## config.mk

```make
export PLATFORM = sky130hd
export DESIGN_NAME = term_writer
export DESIGN_NICKNAME = d
export VERILOG_FILES = /design/src/rtl/ksm_term_pkg.sv /design/src/rtl/term_writer.sv
export SDC_FILE = /design/constraint.sdc
export NUM_CORES = 1
export LEC_CHECK = 0
export CORE_ASPECT_RATIO = 0.9
export CORE_MARGIN = 8
export CORE_UTILIZATION = 48
export CTS_CLUSTER_SIZE = 16
export DETAILED_ROUTE_END_ITERATION = 6
export PLACE_DENSITY = 0.75
export SYNTH_ARGS = -nofsm -noshare
export SYNTH_HDL_FRONTEND = slang
export SYNTH_SLANG_ARGS = --single-unit
```

## constraint.sdc

```tcl
create_clock -name wb_clk_i -period 3.7 [get_ports wb_clk_i]
set_clock_uncertainty 0.05 [all_clocks]
set_input_delay 0.74 -clock wb_clk_i [delete_from_list [all_inputs] [get_ports wb_clk_i]]
set_output_delay 0.74 -clock wb_clk_i [all_outputs]
set_load 0.1 [all_outputs]
```

## src/rtl/ksm_term_pkg.sv

```systemverilog
// Shared constants, state encoding and code classification for the text-mode terminal writer.
package ksm_term_pkg;

  localparam int unsigned COLS      = 80;
  localparam int unsigned ROWS      = 25;
  localparam int unsigned FIRST_ROW = 1;
  localparam logic [15:0] BLANK     = 16'h2020;

  localparam logic [6:0] COL_LAST  = 7'(COLS - 1);
  localparam logic [4:0] ROW_FIRST = 5'(FIRST_ROW);
  localparam logic [4:0] ROW_LAST  = 5'(ROWS - 1);

  // Word indices: row 1 starts at word 40, the last text row at word 960.
  localparam logic [9:0] W_TEXT0     = 10'(FIRST_ROW * COLS / 2);
  localparam logic [9:0] W_COPY_LAST = 10'((ROWS - 1) * COLS / 2 - 1);
  localparam logic [9:0] W_END       = 10'(ROWS * COLS / 2 - 1);

  localparam logic [7:0] CH_BS = 8'h08;
  localparam logic [7:0] CH_LF = 8'h0A;
  localparam logic [7:0] CH_FF = 8'h0C;
  localparam logic [7:0] CH_CR = 8'h0D;

  typedef enum logic [2:0] {
    ST_IDLE = 3'd0,
    ST_WRCH = 3'd1,
    ST_CPRD = 3'd2,
    ST_CPWR = 3'd3,
    ST_FILL = 3'd4
  } state_t;

  function automatic logic is_ctrl(input logic [7:0] c);
    return (c == CH_BS) || (c == CH_LF) || (c == CH_FF) || (c == CH_CR);
  endfunction

endpackage

```

## src/rtl/term_writer.sv

```systemverilog
// Character stream to 80x25 video RAM writer with scroll and clear, as a wishbone master.
//
// state | meaning
// IDLE  | waiting for a character; in_ready high
// WRCH  | writing one glyph at the cursor
// CPRD  | scroll: reading the word one row below
// CPWR  | scroll: writing that word one row up
// FILL  | blanking words (bottom row after scroll, or whole text area on FF)
//
// Every bus state has two phases: r_cyc=1 holds the access until ack,
// r_cyc=0 is the mandatory idle cycle in which the next step is chosen.
module term_writer
  import ksm_term_pkg::*;
#(
  parameter logic [15:0] VRAM_BASE = 16'o0
) (
  input  logic        wb_clk_i,
  input  logic        wb_rst_n_i,
  input  logic [7:0]  in_data,
  input  logic        in_valid,
  output logic        in_ready,
  output logic [15:0] wb_adr_o,
  output logic [15:0] wb_dat_o,
  input  logic [15:0] wb_dat_i,
  output logic        wb_cyc_o,
  output logic        wb_stb_o,
  output logic        wb_we_o,
  output logic [1:0]  wb_sel_o,
  input  logic        wb_ack_i,
  output logic [10:0] cursor,
  output logic        cursor_on
);

  state_t      r_state, w_state_nxt;
  logic        r_cyc, w_cyc_nxt;
  logic [6:0]  r_col;
  logic [4:0]  r_row;
  logic [9:0]  r_word;
  logic [15:0] r_rdata;
  logic [7:0]  r_char;
  logic        r_wrap_scroll;
  logic        r_ff;
  logic        w_ack;
  logic [9:0]  w_src;
  logic [10:0] w_cursor;

  assign w_ack    = r_cyc & wb_ack_i;
  assign w_src    = r_word + W_TEXT0;
  assign w_cursor = {r_row, 6'b0} + {2'b0, r_row, 4'b0} + {4'b0, r_col};
  assign cursor   = w_cursor;
  assign in_ready = (r_state == ST_IDLE);
  assign cursor_on = (r_state == ST_IDLE) || (r_state == ST_WRCH);

  // State and bus-phase register.
  always_ff @(posedge wb_clk_i or negedge wb_rst_n_i) begin
    if (!wb_rst_n_i) begin
      r_state <= ST_IDLE;
      r_cyc   <= 1'b0;
    end else begin
      r_state <= w_state_nxt;
      r_cyc   <= w_cyc_nxt;
    end
  end

  // Next state: start access on entry, drop it after ack, advance in the idle phase.
  always_comb begin
    w_state_nxt = r_state;
    w_cyc_nxt   = r_cyc;
    case (r_state)
      ST_IDLE: begin
        if (in_valid) begin
          if (!is_ctrl(in_data)) begin
            w_state_nxt = ST_WRCH;
            w_cyc_nxt   = 1'b1;
          end else if ((in_data == CH_LF) && (r_row == ROW_LAST)) begin
            w_state_nxt = ST_CPRD;
            w_cyc_nxt   = 1'b1;
          end else if (in_data == CH_FF) begin
            w_state_nxt = ST_FILL;
            w_cyc_nxt   = 1'b1;
          end
        end
      end
      ST_WRCH: begin
        if (r_cyc) begin
          if (wb_ack_i) w_cyc_nxt = 1'b0;
        end else if (r_wrap_scroll) begin
          w_state_nxt = ST_CPRD;
          w_cyc_nxt   = 1'b1;
        end else begin
          w_state_nxt = ST_IDLE;
        end
      end
      ST_CPRD: begin
        if (r_cyc) begin
          if (wb_ack_i) w_cyc_nxt = 1'b0;
        end else begin
          w_state_nxt = ST_CPWR;
          w_cyc_nxt   = 1'b1;
        end
      end
      ST_CPWR: begin
        if (r_cyc) begin
          if (wb_ack_i) w_cyc_nxt = 1'b0;
        end else begin
          w_state_nxt = (r_word == W_COPY_LAST) ? ST_FILL : ST_CPRD;
          w_cyc_nxt   = 1'b1;
        end
      end
      ST_FILL: begin
        if (r_cyc) begin
          if (wb_ack_i) w_cyc_nxt = 1'b0;
        end else if (r_word == W_END) begin
          w_state_nxt = ST_IDLE;
        end else begin
          w_cyc_nxt = 1'b1;
        end
      end
      default: begin
        w_state_nxt = ST_IDLE;
        w_cyc_nxt   = 1'b0;
      end
    endcase
  end

  // Cursor, word counter and data latches.
  always_ff @(posedge wb_clk_i or negedge wb_rst_n_i) begin
    if (!wb_rst_n_i) begin
      r_col         <= 7'd0;
      r_row         <= ROW_FIRST;
      r_word        <= 10'd0;
      r_rdata       <= 16'd0;
      r_char        <= 8'd0;
      r_wrap_scroll <= 1'b0;
      r_ff          <= 1'b0;
    end else begin
      case (r_state)
        ST_IDLE: begin
          if (in_valid) begin
            r_char <= in_data;
            case (in_data)
              CH_BS: if (r_col != 7'd0) r_col <= r_col - 7'd1;
              CH_CR: r_col <= 7'd0;
              CH_LF: begin
                if (r_row != ROW_LAST) r_row <= r_row + 5'd1;
                else r_word <= W_TEXT0;
              end
              CH_FF: begin
                r_word <= W_TEXT0;
                r_ff   <= 1'b1;
              end
              default: ;
            endcase
          end
        end
        ST_WRCH: begin
          if (w_ack) begin
            if (r_col == COL_LAST) begin
              r_col <= 7'd0;
              if (r_row != ROW_LAST) r_row <= r_row + 5'd1;
              else r_wrap_scroll <= 1'b1;
            end else begin
              r_col <= r_col + 7'd1;
            end
          end else if (!r_cyc && r_wrap_scroll) begin
            r_wrap_scroll <= 1'b0;
            r_word        <= W_TEXT0;
          end
        end
        ST_CPRD: if (w_ack) r_rdata <= wb_dat_i;
        ST_CPWR: if (!r_cyc) r_word <= r_word + 10'd1;
        ST_FILL: begin
          if (!r_cyc) begin
            if (r_word == W_END) begin
              r_word <= 10'd0;
              if (r_ff) begin
                r_ff  <= 1'b0;
                r_col <= 7'd0;
                r_row <= ROW_FIRST;
              end
            end else begin
              r_word <= r_word + 10'd1;
            end
          end
        end
        default: ;
      endcase
    end
  end

  // Bus outputs, forced to zero outside an active access.
  always_comb begin
    wb_cyc_o = 1'b0;
    wb_stb_o = 1'b0;
    wb_we_o  = 1'b0;
    wb_sel_o = 2'b00;
    wb_adr_o = 16'd0;
    wb_dat_o = 16'd0;
    if (r_cyc) begin
      wb_cyc_o = 1'b1;
      wb_stb_o = 1'b1;
      case (r_state)
        ST_WRCH: begin
          wb_we_o  = 1'b1;
          wb_adr_o = VRAM_BASE + {5'b0, w_cursor};
          wb_dat_o = {r_char, r_char};
          wb_sel_o = w_cursor[0] ? 2'b10 : 2'b01;
        end
        ST_CPRD: begin
          wb_adr_o = VRAM_BASE + {5'b0, w_src, 1'b0};
          wb_sel_o = 2'b11;
        end
        ST_CPWR: begin
          wb_we_o  = 1'b1;
          wb_adr_o = VRAM_BASE + {5'b0, r_word, 1'b0};
          wb_dat_o = r_rdata;
          wb_sel_o = 2'b11;
        end
        ST_FILL: begin
          wb_we_o  = 1'b1;
          wb_adr_o = VRAM_BASE + {5'b0, r_word, 1'b0};
          wb_dat_o = BLANK;
          wb_sel_o = 2'b11;
        end
        default: ;
      endcase
    end
  end

endmodule

```

Word level (Yosys, flattened, before mapping) --
Cells that the tools add are included.
Storage, ports and cells: input port bits 28, flip-flop bits (word level) 52
Operators by class: equal/unequal tests 33, bitwise operators 1, reduce and logical (&&, ||, !) cells 26, muxes and demuxes 68, $add $sub $neg 7
Operators with widths (number):
- 10-bit two-way mux | 7
- 7-bit two-way mux | 7
- 16-bit one-hot mux with 3 select lines | 1
- 5-bit two-way mux | 8
- 10-bit one-hot mux with 4 select lines | 1
- 11-bit one-hot mux with 3 select lines | 1
- 8-bit by 4-bit == test with 1-bit output, second input constant | 4
- 16-bit two-way mux | 2
- 3-bit two-way mux | 10
- 8-bit AND reduction | 3
- 7-bit one-hot mux with 3 select lines | 1
- 10-bit == test, second input constant | 2
- 1-bit two-way mux | 20
- 2-bit != test, second input constant | 10
- 10-bit one-hot mux with 2 select lines | 1
- 3-bit one-hot mux with 5 select lines | 1
- 5-bit one-hot mux with 3 select lines | 1
- 7-bit one-hot mux with 2 select lines | 1
- 11-bit by 7-bit adder with 11-bit output | 1
- 11-bit by 9-bit adder with 11-bit output | 1
- 10-bit by 1-bit adder with 10-bit output, second input constant | 1
- 10-bit by 6-bit adder with 10-bit output, second input constant | 1
- 2-bit by 1-bit != test with 1-bit output, second input constant | 5
- 7-bit by 1-bit adder with 7-bit output, second input constant | 1
- other kinds (31) | 44

Longest topological paths before layout --
depth in word-level cells 7, depth in mapped cells 10

Worst setup path before layout --
No wires, ideal clock.
kind flip-flop to output port, from register r_row[0], to output port wb_adr_o[10], cell stages (with the launch flop) 11, slack -2036 ps, data arrival time 4946 ps, cell sequence dfstp_2 -> inv_1 -> fa_1 -> inv_1 -> ha_1 -> a21o_1 -> a21oi_1 -> o21ai_0 -> xor2_1 -> a21oi_1 -> nor2b_1
Between the ends: word-level cells in the longest chain between the ends 4
RTL lines:
- start, declared | line term_writer.sv:37 | logic [4:0] r_row;
- start signal, assigned | line term_writer.sv:145 | if (r_row != ROW_LAST) r_row <= r_row + 5'd1;
- start signal, assigned | line term_writer.sv:160 | if (r_row != ROW_LAST) r_row <= r_row + 5'd1;
- 11-bit by 9-bit adder with 11-bit output | line term_writer.sv:49 | assign w_cursor = {r_row, 6'b0} + {2'b0, r_row, 4'b0} + {4'b0, r_col};
- 11-bit by 7-bit adder with 11-bit output | line term_writer.sv:49
- via cursor[10] | line term_writer.sv:30 | output logic [10:0] cursor,
- 11-bit one-hot mux with 3 select lines | line term_writer.sv:202 | case (r_state)
- 16-bit two-way mux | line term_writer.sv:199 | if (r_cyc) begin
- end, declared | line term_writer.sv:22 | output logic [15:0] wb_adr_o,
The timed path passes the listed nets, and every way through them passes these cells.

Worst setup path after layout --
from register r_row[0], to output port wb_adr_o[9]
Between the ends: word-level cells in the longest chain between the ends 4
RTL lines (line):
- 11-bit by 9-bit adder with 11-bit output | term_writer.sv:49
- 11-bit by 7-bit adder with 11-bit output | term_writer.sv:49
- 11-bit one-hot mux with 3 select lines | term_writer.sv:202
- 16-bit two-way mux | term_writer.sv:199
No other way between the ends.

==> impl_results.html <==
<table>
<tr><th>Metric</th><th>Value</th></tr>
<tr><th colspan="2">Routing</th></tr>
<tr><td>Total via count in the routed design</td><td>3822</td></tr>
<tr><td>Detailed-routing iteration count for the pre-antenna-repair pass</td><td>6</td></tr>
<tr><td>Initial DRC Count</td><td>297</td></tr>
<tr><td>Routed Wire Length</td><td>11600 µm</td></tr>
<tr><td>Routed Antenna Nets</td><td>0</td></tr>
<tr><td>Average detailed-routed wire length per instance</td><td>18.6 µm</td></tr>
<tr><td>Remaining design rule violation count</td><td>0</td></tr>
<tr><td>Avg Vias per Cell</td><td>6.14</td></tr>
<tr><th colspan="2">Global route</th></tr>
<tr><td>Pin count of the biggest net entering global routing</td><td>49</td></tr>
<tr><td>Vias in the first global route</td><td>3795</td></tr>
<tr><td>Sum of overflow across all layers after global routing</td><td>0</td></tr>
<tr><td>Initial antenna violation count</td><td>0</td></tr>
<tr><td>Grt peak-use layer</td><td>met2</td></tr>
<tr><td>M3 GR Usage</td><td>3.66%</td></tr>
<tr><td>Total track usage</td><td>20.7%</td></tr>
<tr><td>Met2 track demand over resource in global routing</td><td>35.3%</td></tr>
<tr><td>Wire length of the first global-routing pass</td><td>19300 µm</td></tr>
<tr><td>GR met1 Demand/Resource</td><td>26.5%</td></tr>
<tr><th colspan="2">Placed design</th></tr>
<tr><td>Placed cell count</td><td>608</td></tr>
<tr><td>PortBufs</td><td>72</td></tr>
<tr><td>Placement-stage cell area</td><td>0.00523 mm²</td></tr>
<tr><td>Sum of net half-perimeters after detailed placement</td><td>8680 µm</td></tr>
<tr><td>Placer's final routability congestion estimate</td><td>0.908</td></tr>
<tr><th colspan="2">Floorplanning</th></tr>
<tr><td>Area enclosed by the die boundary</td><td>0.0114 mm²</td></tr>
<tr><td>Die outline width</td><td>112 µm</td></tr>
<tr><td>Core region area</td><td>0.00803 mm²</td></tr>
<tr><td>I/O pin count</td><td>78</td></tr>
<tr><td>Initial core utilization</td><td>49.1%</td></tr>
<tr><td>Vertical die dimension</td><td>102 µm</td></tr>
<tr><td>Rows</td><td>31</td></tr>
<tr><th colspan="2">Critical path</th></tr>
<tr><td>Worst endpoint data arrival time</td><td>2.89 ns</td></tr>
<tr><td>Worst reg-to-reg setup slack</td><td>0.83 ns</td></tr>
<tr><td>Master of the slowest instance on the critical path</td><td>dfstp_2</td></tr>
<tr><td>Count of cells along the worst register-to-register path</td><td>7</td></tr>
<tr><td>Most frequent CP cell</td><td>inv_2</td></tr>
<tr><td>Endpoint of the most critical register-to-register path</td><td>r_col[4]$_DFFE_PN0P_</td></tr>
<tr><td>Biggest fanout along the worst timing path</td><td>2</td></tr>
<tr><td>Endpoint type of the worst setup path</td><td>output pin</td></tr>
<tr><td>Number of buffers and inverters on the critical path</td><td>3</td></tr>
<tr><td>Max incr delay on CP</td><td>0.56 ns</td></tr>
<tr><td>Startpoint of the worst-slack reg-to-reg timing path</td><td>r_state[0]$_DFFE_PN0P_</td></tr>
<tr><td>CP delay by family, top</td><td>adder cells</td></tr>
<tr><td>Worst EP required</td><td>2.91 ns</td></tr>
<tr><td>Critical Path Source Type</td><td>flop</td></tr>
<tr><td>Classification of the worst setup path</td><td>flop to output pin</td></tr>
<tr><td>Chain of cells forming the critical path</td><td>inv_2 -&gt; fa_1 -&gt; inv_2 -&gt; fa_2 -&gt; a21o_1 -&gt; a21oi_4 -&gt; xnor2_4 -&gt; a222oi_1 -&gt; nor2_4 -&gt; buf_12</td></tr>
<tr><th colspan="2">Synth</th></tr>
<tr><td>Number of synthesized flops with an enable pin</td><td>0</td></tr>
<tr><td>Simple-gate portion of the synthesized area</td><td>20.2%</td></tr>
<tr><td>Adder-Cell Fraction of Synth Area</td><td>6.09%</td></tr>
<tr><td>Xor/xnor share of the synthesized area</td><td>2.00%</td></tr>
<tr><td>Mapped Avg Cell Area</td><td>8.57 µm²</td></tr>
<tr><td>Largest family of logic cells by synthesized area</td><td>compound AO/OA/AOI/OAI gates</td></tr>
<tr><td>Ys async rst share</td><td>100%</td></tr>
<tr><td>Seq cells post-synth</td><td>52</td></tr>
<tr><td>Synth unique cells</td><td>66</td></tr>
<tr><td>Area fraction in compound gates after synthesis</td><td>24.8%</td></tr>
<tr><td>Synthesized instance count</td><td>460</td></tr>
<tr><td>Sequential-to-total area share from yosys stat</td><td>33.0%</td></tr>
<tr><td>Number of warnings reported in the yosys synthesis log</td><td>0</td></tr>
<tr><td>Cell area after synthesis</td><td>0.00394 mm²</td></tr>
<tr><td>Mux share of post-synthesis cell area</td><td>7.43%</td></tr>
<tr><td>Most instantiated flip-flop cell in the synthesis netlist</td><td>dfrtp_1</td></tr>
<tr><th colspan="2">Clock network</th></tr>
<tr><td>Clock sink total</td><td>52</td></tr>
<tr><td>Quantity of hold-fixing buffers added after cts</td><td>0</td></tr>
<tr><td>Deepest clock path buffer count</td><td>2</td></tr>
<tr><td>Cell at the root of the clock tree</td><td>clkbuf_8</td></tr>
<tr><td>Clock tree from TritonCTS</td><td>yes</td></tr>
<tr><td>Maximum level of the CTS H-tree</td><td>2</td></tr>
<tr><td>Register clock-pin slew on the reported worst setup and hold paths</td><td>0.10 ns</td></tr>
<tr><td>Clock latency of the later-clocked register in the worst-skew pair</td><td>0.31 ns</td></tr>
<tr><td>Number of clock buffers inserted by TritonCTS</td><td>5</td></tr>
<tr><th colspan="2">STA</th></tr>
<tr><td>Worst hold slack after final layout</td><td>0.387 ns</td></tr>
<tr><td>Max-slew violation count</td><td>0</td></tr>
<tr><td>Final period demand of the worst path</td><td>3.68 ns</td></tr>
<tr><td>Crit share post-route</td><td>99.5%</td></tr>
<tr><td>Tightest slew margin relative to the limit</td><td>46.8%</td></tr>
<tr><td>Final hold vios</td><td>0</td></tr>
<tr><td>Final setup fails</td><td>0</td></tr>
<tr><td>Unrepaired setup endpoints after global routing</td><td>yes</td></tr>
<tr><td>Least-Margin Pin Slew</td><td>0.796 ns</td></tr>
<tr><td>Fmax</td><td>0.271 GHz</td></tr>
<tr><td>Setup TNS Final</td><td>0 ns</td></tr>
<tr><th colspan="2">Layout</th></tr>
<tr><td>Inserted Diodes</td><td>0</td></tr>
<tr><td>Area of all placed cells without fillers</td><td>0.00539 mm²</td></tr>
<tr><td>Top library cells by usage in the layout, fill and taps aside</td><td>dfrtp_1 (51), o21ai_0 (41), buf_12 (34)</td></tr>
<tr><td>Most frequent standard cell in the layout excluding fill and tap cells</td><td>dfrtp_1</td></tr>
<tr><td>Fin nets</td><td>568</td></tr>
<tr><td>Proportion of layout cells with a drive suffix above 1</td><td>28.7%</td></tr>
<tr><td>Number of standard cells in the final layout excluding fillers</td><td>622</td></tr>
<tr><td>Layout-stage area growth over the synthesis result</td><td>36.6%</td></tr>
<tr><td>Fill cell total of the finished layout</td><td>638</td></tr>
<tr><th colspan="2">Worst hold path</th></tr>
<tr><td>Worst hold path class</td><td>input pin to async pin</td></tr>
<tr><th colspan="2">Outcome</th></tr>
<tr><td>Result of the run</td><td>finished clean</td></tr>
<tr><th colspan="2">Flow run</th></tr>
<tr><td>Max-cap violations</td><td>0</td></tr>
</table>
## stage by stage
stage,worst slack [ns],util (%)
after floorplan,-0.421,-
after global placement,0.220,65.1
after detailed placement,0.185,65.1
after CTS,-0.0869,66.7
after global routing,-0.143,67.1
final,0.0167,67.1
## synth_stat cells (3+ instances only)
library cell	count	area share (%)
mux2_2	26	7.4
clkbuf_1	18	1.7
o21ai_0	42	5.3
nand3_1	11	1.4
a31oi_1	7	1.1
nor2b_1	15	2.4
dfrtp_1	51	32
a21oi_1	39	5.0
inv_1	13	1.2
buf_4	10	1.9
nand4_1	4	0.63
xnor2_1	3	0.67
o22ai_1	4	0.63
ha_1	16	5.1
nor3_1	6	0.76
nor4_1	3	0.48
nor2_1	34	3.2
and3_1	8	1.3
o31ai_1	7	1.3
nand2_1	29	2.8
or3_1	4	0.63
and2_1	7	1.1
xor2_1	6	1.3
a21o_1	3	0.57
a22oi_1	11	2.1
nand2b_1	15	2.4
a21boi_0	3	0.57
o22a_1	5	1.1
clkbuf_2	3	0.38
buf_2	8	1.0
## layout make-up
class                           instances  area, µm²  share of cell area (%)
Clock buffer                            5       68.8                    1.28
Clock inverter                          3       27.5                   0.511
Inverter                               13       48.8                   0.906
Multi-Input combinational cell        358       2640                    48.9
Sequential cell                        52       1300                    24.2
Tap cell                               99        124                    2.30
Timing Repair Buffer                   92       1180                    21.9
## kinds of logic (layout without fill, tap and decap cells)
| group | Yosys count | after routing |
|---|---|---|
| buf+inv | 54 | 113 |
| xor+xnor | 9 | 9 |
| flops | 52 | 52 |
| simple gates | 150 | 150 |
| fa+ha+maj | 18 | 18 |
| other cells | 1 | 5 |
| mux | 26 | 26 |
| compound gates | 150 | 150 |
## layer usage
layer	vias up	wire (µm)
met3	18	747
met2	159	5660
met1	1865	5000
met5	-	0
li1	1780	-
met4	0	178
## flip-flops by register name, indices dropped and copies added, names as in the netlist
name,cells
r_col,7
r_cyc,1
r_rdata,16
r_ff,1
r_word,10
r_state,3
r_char,8
r_wrap_scroll,1
r_row,5
## worst reg2reg max path, delay by kind of cell, from the launching register on
family / cells / cell delay (ns)
and+or+nand+nor: 3 / 0.79
DFF: 1 / 0.86
buffers and inverters: 1 / 0.19
AOI/OAI and AO/OA: 3 / 0.88
## how the worst max path moves through the flow
stage / start / end / depth (start not counted)
finish: r_row[0]$_DFFE_PN1P_ / wb_adr_o[9] / 10
global placement: r_row[0]$_DFFE_PN1P_ / wb_adr_o[9] / 10
CTS: r_row[0]$_DFFE_PN1P_ / wb_adr_o[9] / 10
detailed placement: r_col[6]$_DFFE_PN0P_ / wb_adr_o[9] / 10
floorplan: r_row[0]$_DFFE_PN1P_ / wb_adr_o[10] / 10
global route: r_row[0]$_DFFE_PN1P_ / wb_adr_o[9] / 10
## repair_timing
item / 4_1_cts / 5_1_grt
buffers inserted: 4 / 2
pin swaps: 5 / 6
gates resized for setup: 2 / 2
setup endpoints to repair: 2 / 3
Power is left out: the tool's default activity adds up to more than one toggle a clock period on the data nets, which glitch-free logic cannot reach.
